$ cat src/rtl/apb_master_if.sv
// APB bus bundle between the command-driven initiator and a register slave.
// The master modport drives the select/enable/address/data; the slave answers with
// PREADY/PRDATA/PSLVERR.
interface apb_if #(
   parameter int ADDR_WIDTH = 4,
   parameter int DATA_WIDTH = 8
) ();
   logic [ADDR_WIDTH-1:0] PADDR;
   logic                  PSELx;
   logic                  PENABLE;
   logic                  PWRITE;
   logic [DATA_WIDTH-1:0] PWDATA;
   logic                  PREADY;
   logic [DATA_WIDTH-1:0] PRDATA;
   logic                  PSLVERR;

   modport master (
      output PADDR, PSELx, PENABLE, PWRITE, PWDATA,
      input  PREADY, PRDATA, PSLVERR
   );

   modport slave (
      input  PADDR, PSELx, PENABLE, PWRITE, PWDATA,
      output PREADY, PRDATA, PSLVERR
   );
endinterface

$ cat src/rtl/apb_master.sv
// apb_master: turns a valid/ready command into one APB SETUP/ACCESS transfer and
// returns read data and error status on a valid/ready response port. One transfer
// in flight at a time; all APB outputs are registered.
//
// Optional feature macro: APB_MASTER_TIMEOUT_EN
//   defined   -> an ACCESS phase with PREADY low for TIMEOUT_CYCLES cycles is
//                aborted and reported with rsp_err=1, rsp_timeout=1, rsp_rdata=0.
//   undefined -> ACCESS waits on PREADY indefinitely, rsp_timeout is constant 0.
//
// state  | meaning
// IDLE   | no transfer, cmd_ready=1
// SETUP  | PSELx=1, PENABLE=0 for exactly one cycle
// ACCESS | PSELx=1, PENABLE=1, waiting for PREADY
// RESP   | response presented, waiting for rsp_ready
module apb_master #(
   parameter int ADDR_WIDTH     = 4,
   parameter int DATA_WIDTH     = 8,
   parameter int TIMEOUT_CYCLES = 16
) (
   input  logic                  PCLK,
   input  logic                  PRESETn,
   input  logic                  cmd_valid,
   output logic                  cmd_ready,
   input  logic                  cmd_write,
   input  logic [ADDR_WIDTH-1:0] cmd_addr,
   input  logic [DATA_WIDTH-1:0] cmd_wdata,
   output logic                  rsp_valid,
   input  logic                  rsp_ready,
   output logic [DATA_WIDTH-1:0] rsp_rdata,
   output logic                  rsp_err,
   output logic                  rsp_timeout,
   apb_if.master                 apb
);

   localparam logic [1:0] ST_IDLE   = 2'd0;
   localparam logic [1:0] ST_SETUP  = 2'd1;
   localparam logic [1:0] ST_ACCESS = 2'd2;
   localparam logic [1:0] ST_RESP   = 2'd3;

   logic [1:0] state;

   // Only an idle master can take a command; decoded from state alone.
   assign cmd_ready = (state == ST_IDLE);

`ifdef APB_MASTER_TIMEOUT_EN
   localparam int TW = $clog2(TIMEOUT_CYCLES + 1);
   localparam logic [TW-1:0] TMO_LAST = TW'(TIMEOUT_CYCLES - 1);

   logic [TW-1:0] tmo_cnt;
   logic          tmo_flag;

   assign rsp_timeout = tmo_flag;
`else
   // No abort path: the flag can never be raised. The parameter still appears so a
   // single parameter set works for both builds.
   assign rsp_timeout = 1'b0 & (TIMEOUT_CYCLES >= 1);
`endif

   // Transfer sequencing, APB output registers and response capture.
   always_ff @(posedge PCLK or negedge PRESETn) begin
      if (!PRESETn) begin
         state       <= ST_IDLE;
         apb.PADDR   <= '0;
         apb.PSELx   <= 1'b0;
         apb.PENABLE <= 1'b0;
         apb.PWRITE  <= 1'b0;
         apb.PWDATA  <= '0;
         rsp_valid   <= 1'b0;
         rsp_rdata   <= '0;
         rsp_err     <= 1'b0;
`ifdef APB_MASTER_TIMEOUT_EN
         tmo_cnt     <= '0;
         tmo_flag    <= 1'b0;
`endif
      end else begin
         case (state)
            ST_IDLE: begin
               if (cmd_valid) begin
                  apb.PADDR  <= cmd_addr;
                  apb.PWRITE <= cmd_write;
                  apb.PWDATA <= cmd_write ? cmd_wdata : '0;
                  apb.PSELx  <= 1'b1;
                  state      <= ST_SETUP;
               end
            end
            ST_SETUP: begin
               apb.PENABLE <= 1'b1;
`ifdef APB_MASTER_TIMEOUT_EN
               tmo_cnt     <= '0;
`endif
               state       <= ST_ACCESS;
            end
            ST_ACCESS: begin
               // PREADY wins over a timeout on the same edge.
               if (apb.PREADY) begin
                  apb.PSELx   <= 1'b0;
                  apb.PENABLE <= 1'b0;
                  rsp_rdata   <= apb.PWRITE ? '0 : apb.PRDATA;
                  rsp_err     <= apb.PSLVERR;
                  rsp_valid   <= 1'b1;
`ifdef APB_MASTER_TIMEOUT_EN
                  tmo_flag    <= 1'b0;
`endif
                  state       <= ST_RESP;
               end
`ifdef APB_MASTER_TIMEOUT_EN
               else if (tmo_cnt == TMO_LAST) begin
                  apb.PSELx   <= 1'b0;
                  apb.PENABLE <= 1'b0;
                  rsp_rdata   <= '0;
                  rsp_err     <= 1'b1;
                  tmo_flag    <= 1'b1;
                  rsp_valid   <= 1'b1;
                  state       <= ST_RESP;
               end else begin
                  tmo_cnt <= tmo_cnt + 1'b1;
               end
`endif
            end
            ST_RESP: begin
               if (rsp_ready) begin
                  rsp_valid <= 1'b0;
                  state     <= ST_IDLE;
               end
            end
            default: state <= ST_IDLE;
         endcase
      end
   end

endmodule

$ cat src/flat_wrapper.sv
// flat-port wrapper written by rule: the top's interface ports become plain ports
module apb_master_flat 
#(
   parameter int ADDR_WIDTH     = 4,
   parameter int DATA_WIDTH     = 8,
   parameter int TIMEOUT_CYCLES = 16
)
  (PCLK, PRESETn, cmd_valid, cmd_ready, cmd_write, cmd_addr, cmd_wdata, rsp_valid, rsp_ready, rsp_rdata, rsp_err, rsp_timeout, apb_PADDR, apb_PSELx, apb_PENABLE, apb_PWRITE, apb_PWDATA, apb_PREADY, apb_PRDATA, apb_PSLVERR);
  apb_if #(.ADDR_WIDTH(ADDR_WIDTH), .DATA_WIDTH(DATA_WIDTH)) apb_i ();
  input  logic PCLK;
  input  logic PRESETn;
  input  logic cmd_valid;
  output logic cmd_ready;
  input  logic cmd_write;
  input  logic [ADDR_WIDTH-1:0] cmd_addr;
  input  logic [DATA_WIDTH-1:0] cmd_wdata;
  output logic rsp_valid;
  input  logic rsp_ready;
  output logic [DATA_WIDTH-1:0] rsp_rdata;
  output logic rsp_err;
  output logic rsp_timeout;
  output wire logic [$bits(apb_i.PADDR)-1:0] apb_PADDR;
  output wire logic [$bits(apb_i.PSELx)-1:0] apb_PSELx;
  output wire logic [$bits(apb_i.PENABLE)-1:0] apb_PENABLE;
  output wire logic [$bits(apb_i.PWRITE)-1:0] apb_PWRITE;
  output wire logic [$bits(apb_i.PWDATA)-1:0] apb_PWDATA;
  input wire logic [$bits(apb_i.PREADY)-1:0] apb_PREADY;
  input wire logic [$bits(apb_i.PRDATA)-1:0] apb_PRDATA;
  input wire logic [$bits(apb_i.PSLVERR)-1:0] apb_PSLVERR;
  assign apb_PADDR = apb_i.PADDR;
  assign apb_PSELx = apb_i.PSELx;
  assign apb_PENABLE = apb_i.PENABLE;
  assign apb_PWRITE = apb_i.PWRITE;
  assign apb_PWDATA = apb_i.PWDATA;
  assign apb_i.PREADY = apb_PREADY;
  assign apb_i.PRDATA = apb_PRDATA;
  assign apb_i.PSLVERR = apb_PSLVERR;
  apb_master #(.ADDR_WIDTH(ADDR_WIDTH), .DATA_WIDTH(DATA_WIDTH), .TIMEOUT_CYCLES(TIMEOUT_CYCLES)) u_core (.PCLK(PCLK), .PRESETn(PRESETn), .cmd_valid(cmd_valid), .cmd_ready(cmd_ready), .cmd_write(cmd_write), .cmd_addr(cmd_addr), .cmd_wdata(cmd_wdata), .rsp_valid(rsp_valid), .rsp_ready(rsp_ready), .rsp_rdata(rsp_rdata), .rsp_err(rsp_err), .rsp_timeout(rsp_timeout), .apb(apb_i));
endmodule
$ cat config.mk
export PLATFORM = sky130hd
export DESIGN_NAME = apb_master_flat
export DESIGN_NICKNAME = d
export VERILOG_FILES = /design/src/rtl/apb_master_if.sv /design/src/rtl/apb_master.sv /design/src/flat_wrapper.sv
export SDC_FILE = /design/constraint.sdc
export NUM_CORES = 1
export LEC_CHECK = 0
export ABC_AREA = 1
export CORE_MARGIN = 3
export CORE_UTILIZATION = 44
export DETAILED_ROUTE_END_ITERATION = 10
export PLACE_DENSITY = 0.83
export SLEW_MARGIN = 20
export SYNTH_ARGS = -nofsm -noshare
export SYNTH_HDL_FRONTEND = slang
export SYNTH_SLANG_ARGS = --single-unit
$ cat constraint.sdc
create_clock -name PCLK -period 3 [get_ports PCLK]
set_clock_uncertainty 0.2 [all_clocks]
set_input_delay 0.3 -clock PCLK [delete_from_list [all_inputs] [get_ports PCLK]]
set_output_delay 0.3 -clock PCLK [all_outputs]
set_load 0.01 [all_outputs]
==> results of run 1 <==
cells by family (layout without fill, tap and decap cells):
| kind of cell | Yosys count | in the layout | synth area share |
|---|---|---|---|
| flip-flops | 27 | 27 | 0.5538 |
| other | 1 | 1 | 0.003074 |
| buffers and inverters | 17 | 69 | 0.06973 |
| AND/OR/NAND/NOR | 70 | 70 | 0.2267 |
| adder cells (fa/ha/maj) | 6 | 6 | 0.06154 |
| AO/OA/AOI/OAI | 20 | 20 | 0.08513 |
state kept, by name (all words and copies together) (netlist names):
signal and flops:
u_core.apb.PWDATA 8, u_core.rsp_rdata 8, u_core.apb.PADDR 4, u_core.state 2, u_core.apb.PENABLE 1, u_core.apb.PSELx 1, u_core.apb.PWRITE 1, u_core.rsp_err 1
u_core.rsp_valid 1
area by class of cell:
type	instances	area share
sequential	27	0.3811
tap	30	0.02117
multi-input combinational	97	0.2590
timing repair buffer	53	0.2978
clock inverter	1	0.002823
clock buffer	3	0.01270
inverter	12	0.02541
power breakdown:
| part | switching [uW] | internal, uW | total (uW) |
|---|---|---|---|
| sequential | 97.9 | 527 | 625 |
| clock | 107 | 50.0 | 157 |
| combinational | 413 | 426 | 839 |
stage by stage:
stage	cell area [sq um]	power, uW	hold WS (ns)
2_1_floorplan	1220	1037	-0.1956
3_3_place_gp	1745	1430	0.2558
3_5_place_dp	1745	1480	0.2757
4_1_cts	1773	1633	0.1413
5_1_grt	1773	1754	0.1361
6_report	1773	1621	0.1263
worst register-to-register path, stage by stage, from the launching register on:
cell and delay [ns]:
dfrtp_1 0.44, inv_1 0.10, ha_1 0.24, nand2_1 0.44, inv_1 0.23, nand2_1 0.11, o21ai_0 0.08
routing by layer:
| layer | wire length [microns] | part of all wire | vias to the layer above |
|---|---|---|---|
| li1 | - | - | 539 |
| met2 | 1566 | 0.53 | 40 |
| met1 | 1174 | 0.40 | 522 |
| met3 | 179 | 0.061 | 6 |
| met4 | 38 | 0.013 | 0 |
| met5 | 0 | 0 | - |
synth_stat cells:
| cell | number |
|---|---|
| conb_1 | 1 |
| nor2_1 | 1 |
| dfrtp_1 | 27 |
| buf_4 | 1 |
| clkinv_1 | 1 |
| a21oi_1 | 3 |
| o21ai_0 | 16 |
| clkbuf_2 | 1 |
| o21ai_2 | 1 |
| nand3_1 | 2 |
| nand3b_1 | 1 |
| inv_1 | 11 |
| buf_6 | 2 |
| nand2_2 | 1 |
| ha_1 | 6 |
| buf_2 | 1 |
| nand2_1 | 63 |
| nand4_1 | 2 |
path summary, 6_finish.rpt:
path,startpoint,end,depth (start not counted)
setup / recovery,u_core.state[1],cmd_ready,3
hold / removal,PRESETn,u_core.apb.PADDR[0],2
setup reg to reg,u_core.state[0],u_core.apb.PWRITE,6
hold reg to reg,u_core.rsp_rdata[0],u_core.rsp_rdata[0],2
max in group asynchronous,PRESETn,u_core.rsp_err,2
min in group PCLK,cmd_addr[1],u_core.apb.PADDR[1],3
==> summary.md, run 1 <==
| Metric | Value |
|---|---|
| Status | complete, no violations |
| Worst Path Required | 2.50 ns |
| Distinct cells, synth | 18 |
| CP Capture Type | primary output |
| Area growth syn-to-layout | 45.33% |
| Fin. Hold Viols | 0 |
| Critical path fanouts, max | 5 |
| Seq cells post-synth | 27 |
| Crit-path cells | inv_1 -> ha_1 -> clkdlybuf4s50_1 |
| Worst slew margin | 0.6157 |
| Die Area | 3440 sq um |
| Pre-CTS WS | 1.045 ns |
| Hold-fix buffers, CTS | 0 |
| Vias in the first global route | 1036 |
| Nets@finish | 227 |
| Worst-Skew Late Latency | 0.32 ns |
| Fill count | 196 |
| Slowest Stage Delay on Critical Path | 0.55 ns |
| GR Util met2 | 0.3078 |
| Average size of a mapped cell | 8.652 sq um |
| Total track usage | 0.1794 |
| Setup violations, final | 0 |
| Synth area leaders | dfrtp_1 55%, nand2_1 19%, o21ai_0 6.6% |
| ANT nets after route | 0 |
| Clock root cell | clkbuf_4 |
| Post-synth net total | 174 |
| TritonCTS clock tree | built |
| Vias per inst | 4.964 |
| Final GP Congestion | 0.8028 |
| Fin cells | 223 |
| Initial antenna violation count | 0 |
| DRT Wirelength | 2958 microns |
| Power per Cell Area | 914.1 nW/um^2 |
| Crit path buffers/inverters | 2 |
| Post-layout util | 0.6967 |
| # port buffers | 52 |
| Cells after Synth | 141 |
| DRT iter0 DRCs | 55 |
| Seq/Total Area, Yosys | 0.5538 |
| Cell Area, Synth | 1220 sq um |
| LEAKAGE | 0.0008669 uW |
| Max Slew Vio Count | 0 |
| Via count | 1107 |
| Ant. Diodes | 0 |
| Fraction of layout cells with a size suffix above 1 | 0.03627 |
| Warnings from Yosys | 0 |
| M3 GR Usage | 0.03289 |
| DRC | 0 |
| Top-area cell type share of the netlist area | 0.5538 |
| Die Y-Extent | 58.66 microns |
| M1 GR Usage | 0.2336 |
| Grt total ovfl | 0 |
| Layer with the highest usage | met2 |
| Crit path max-delay cell type | clkdlybuf4s50_1 |
| Commonest non-fill, non-tap cell in the layout | nand2_1 |
| Post CTS Setup Buffer Count | 0 |
| Max Freq | 463.4 MHz |
| Post-Place Cells | 219 |
| Cell family with most CP delay | buffers and inverters |
| RSZ-0062 raised after global routing | false |
| Clk sinks | 27 |
| Starting Density | 0.4794 |
| Commonest cells after routing, fill and taps aside | 63 x nand2_1, 52 x clkdlybuf4s50_1, 27 x dfrtp_1 |
| IO Pins | 54 |
| Pre-antenna DRT Iters | 4 |
| Setup TNS | 0 ns |
| Clk pin slew, worst setup/hold paths | 0.15 ns |
| H-tree depth | 1 |
| Routed WL per cell | 13.26 microns |
| Critical Path AT | 1.66 ns |
| Cts bufs inserted | 3 |
| Clock Path Buffers | 2 |
| First-pass GRT wire length | 4754 microns |
| Multi-input gate area | 459.2 sq um |
| CTS resizes | 0 |
| Die width | 58.66 microns |
| Max VDD drop | 664.7 uV |
| DP Wirelength | 2357 microns |
| Final period utilization | 0.7193 |
| Critical path class | flip-flop to primary output |
| Num rows | 18 |
| Hold WC Path Type | primary input to async pin |
| Final worst setup slack | 0.8422 ns |
| Area leader, netlist | dfrtp_1 |
| Flop2flop setup slack | 1.07 ns |
| Largest net degree at the start of global routing | 28 |
| Tmin final | 2.158 ns |
| Slew @ Worst Pin | 0.5751 ns |
| Core Region | 2545 sq um |
| Maxcap violations | 0 |
| Register area | 675.6 sq um |
| Worst setup SP type | flip-flop |
Power figures use the tool's default switching activity.
==> run 2, diff against run 1 <==
--- a/config.mk
+++ b/config.mk
@@ -7,9 +7,9 @@
 export LEC_CHECK = 0
 export ABC_AREA = 1
 export CORE_MARGIN = 3
-export CORE_UTILIZATION = 44
+export CORE_UTILIZATION = 41
 export DETAILED_ROUTE_END_ITERATION = 10
-export PLACE_DENSITY = 0.83
+export PLACE_DENSITY = 0.78
 export SLEW_MARGIN = 20
 export SYNTH_ARGS = -nofsm -noshare
 export SYNTH_HDL_FRONTEND = slang
==> constraint.sdc (replaced) <==
create_clock -name PCLK -period 2.2 [get_ports PCLK]
set_clock_uncertainty 0.2 [all_clocks]
set_input_delay 0.22 -clock PCLK [delete_from_list [all_inputs] [get_ports PCLK]]
set_output_delay 0.22 -clock PCLK [all_outputs]
set_load 0.01 [all_outputs]
==> run 2 against run 1 <==
  * Power is 38% higher
  * Core utilization is 5.3 points lower
  * Sequential power is 35% higher
  * Die area is 6.5% higher
  * Sequential share of layout area is 0.66 points lower
  * Non-clock buffer count is 4 higher
  * Critical path depth stayed put
  * Register-to-register slack worse by 0.53 ns
  * Design area is 1.8% higher
  * Cell count is 2.2% higher
  * Via count is 0.72% lower
==> summary.md, run 2 (synthesis gave the netlist of run 1 again) <==
| Metric | Value |
|---|---|
| Via count | 1099 |
| Setup violations, final | 0 |
| M1 GR Usage | 0.2078 |
| Starting Density | 0.4349 |
| Reg2reg end | u_core.apb.PWDATA[5] |
| Commonest cells after routing, fill and taps aside | 63 x nand2_1, 52 x clkdlybuf4s50_1, 27 x dfrtp_1 |
| Grt total ovfl | 0 |
| Vias in the first global route | 1040 |
| Fill count | 238 |
| Max VDD drop | 785.9 uV |
| Initial antenna violation count | 0 |
| DRT Wirelength | 2832 microns |
| Max Slew Vio Count | 0 |
| Reg2reg path depth | 5 |
| Hold-fix buffers, CTS | 0 |
| Vias per inst | 4.820 |
| Tmin final | 2.077 ns |
| M3 GR Usage | 0.03404 |
| Worst setup SP type | flip-flop |
| Maxcap violations | 0 |
| DP Wirelength | 2201 microns |
| CP Capture Type | primary output |
| Max Freq | 481.4 MHz |
| TritonCTS clock tree | built |
| Clock Path Buffers | 2 |
| Biggest registers after layout | u_core.apb.PWDATA: 8 flops, u_core.rsp_rdata: 8 flops, u_core.apb.PADDR: 4 flops |
| Fraction of layout cells with a size suffix above 1 | 0.05584 |
| Nets@finish | 231 |
| DRC | 0 |
| GR Util met2 | 0.2886 |
| Critical path class | flip-flop to primary output |
| Num rows | 19 |
| Ant. Diodes | 0 |
| Largest net degree at the start of global routing | 28 |
| Pre-antenna DRT Iters | 4 |
| Layer with the highest usage | met2 |
| First-pass GRT wire length | 4554 microns |
| Die Y-Extent | 60.55 microns |
| Power per Cell Area | 1241 nW/um^2 |
| Post-layout util | 0.6432 |
| Worst-Skew Late Latency | 0.32 ns |
| Status | complete, no violations |
| Area growth syn-to-layout | 47.90% |
| DRT iter0 DRCs | 68 |
| RSZ-0062 raised after global routing | false |
| Routed WL per cell | 12.42 microns |
| Final period utilization | 0.9441 |
| Critical path fanouts, max | 4 |
| Cts bufs inserted | 3 |
| Core Region | 2805 sq um |
| Flop2flop setup slack | 0.54 ns |
| Clk sinks | 27 |
| Final GP Congestion | 0.8691 |
| Post-Place Cells | 221 |
| IO Pins | 54 |
| Hold WC Path Type | primary input to async pin |
| Total power draw | 2238 uW |
| Total track usage | 0.1688 |
| Die Area | 3666 sq um |
| ANT nets after route | 0 |
| Worst Path Required | 1.78 ns |
| # port buffers | 52 |
| Commonest non-fill, non-tap cell in the layout | nand2_1 |
| Fin cells | 228 |
| Clk pin slew, worst setup/hold paths | 0.14 ns |
| Critical Path AT | 1.66 ns |
| Fin. Hold Viols | 0 |
| H-tree depth | 1 |
| Setup TNS | 0 ns |
| Die width | 60.55 microns |
| Clock root cell | clkbuf_4 |
| LEAKAGE | 0.0008860 uW |
| FF-to-FF Start | u_core.state[1] |
run 2: cell count changes in the layout (fill, tap and decap cells not counted), sizes merged:
cell,change
buf,+4
run 2: routing by layer:
| metal | wire, microns | part of all wire | vias to the layer above |
|---|---|---|---|
| met3 | 196 | 0.069 | 4 |
| met1 | 1169 | 0.41 | 512 |
| met4 | 44 | 0.016 | 0 |
| met2 | 1421 | 0.50 | 35 |
| li1 | - | - | 548 |
| met5 | 0 | 0 | - |
run 2: repair_timing:
item / CTS / global route
hold endpoints to repair: 0 / 0
setup buffers: 0 / 3
resized for setup: 0 / 0
endpoints found under the setup margin: 0 / 1
run 2: how the worst max path moves through the flow:
stage,from,end,cells past startpoint
after floorplan,u_core.state[0],u_core.rsp_rdata[0],6
after global placement,u_core.state[0],cmd_ready,3
after detailed placement,u_core.state[0],cmd_ready,3
after CTS,u_core.state[0],cmd_ready,3
after global routing,u_core.state[1],cmd_ready,3
final,u_core.state[1],cmd_ready,3
run 2: stage by stage:
stage / worst slack [ns] / hold WS (ns) / instance area (sq um)
2_1_floorplan: 0.7927 / -0.2756 / 1220
3_3_place_gp: 0.5391 / 0.2610 / 1754
3_5_place_dp: 0.4759 / 0.2609 / 1754
4_1_cts: 0.07763 / 0.05830 / 1782
5_1_grt: 0.02409 / 0.04939 / 1804
6_report: 0.1229 / 0.05216 / 1804
run 2: area by class of cell:
type	instances	area, sq um	area share
clock buffer	3	22.52	0.01248
clock inverter	1	5.005	0.002774
inverter	12	45.04	0.02497
multi-input combinational	97	459.2	0.2545
sequential	27	675.6	0.3745
tap	31	38.79	0.02150
timing repair buffer	57	558.0	0.3093
run 2: worst max-delay path, stage by stage (launching register included):
cell	delay, ns
dfrtp_1	0.44
inv_1	0.13
ha_1	0.22
clkdlybuf4s50_1	0.55
run 2: power breakdown:
part | internal, uW | switching, uW
logic | 621 | 561
clock network | 68.2 | 143
registers | 718 | 126
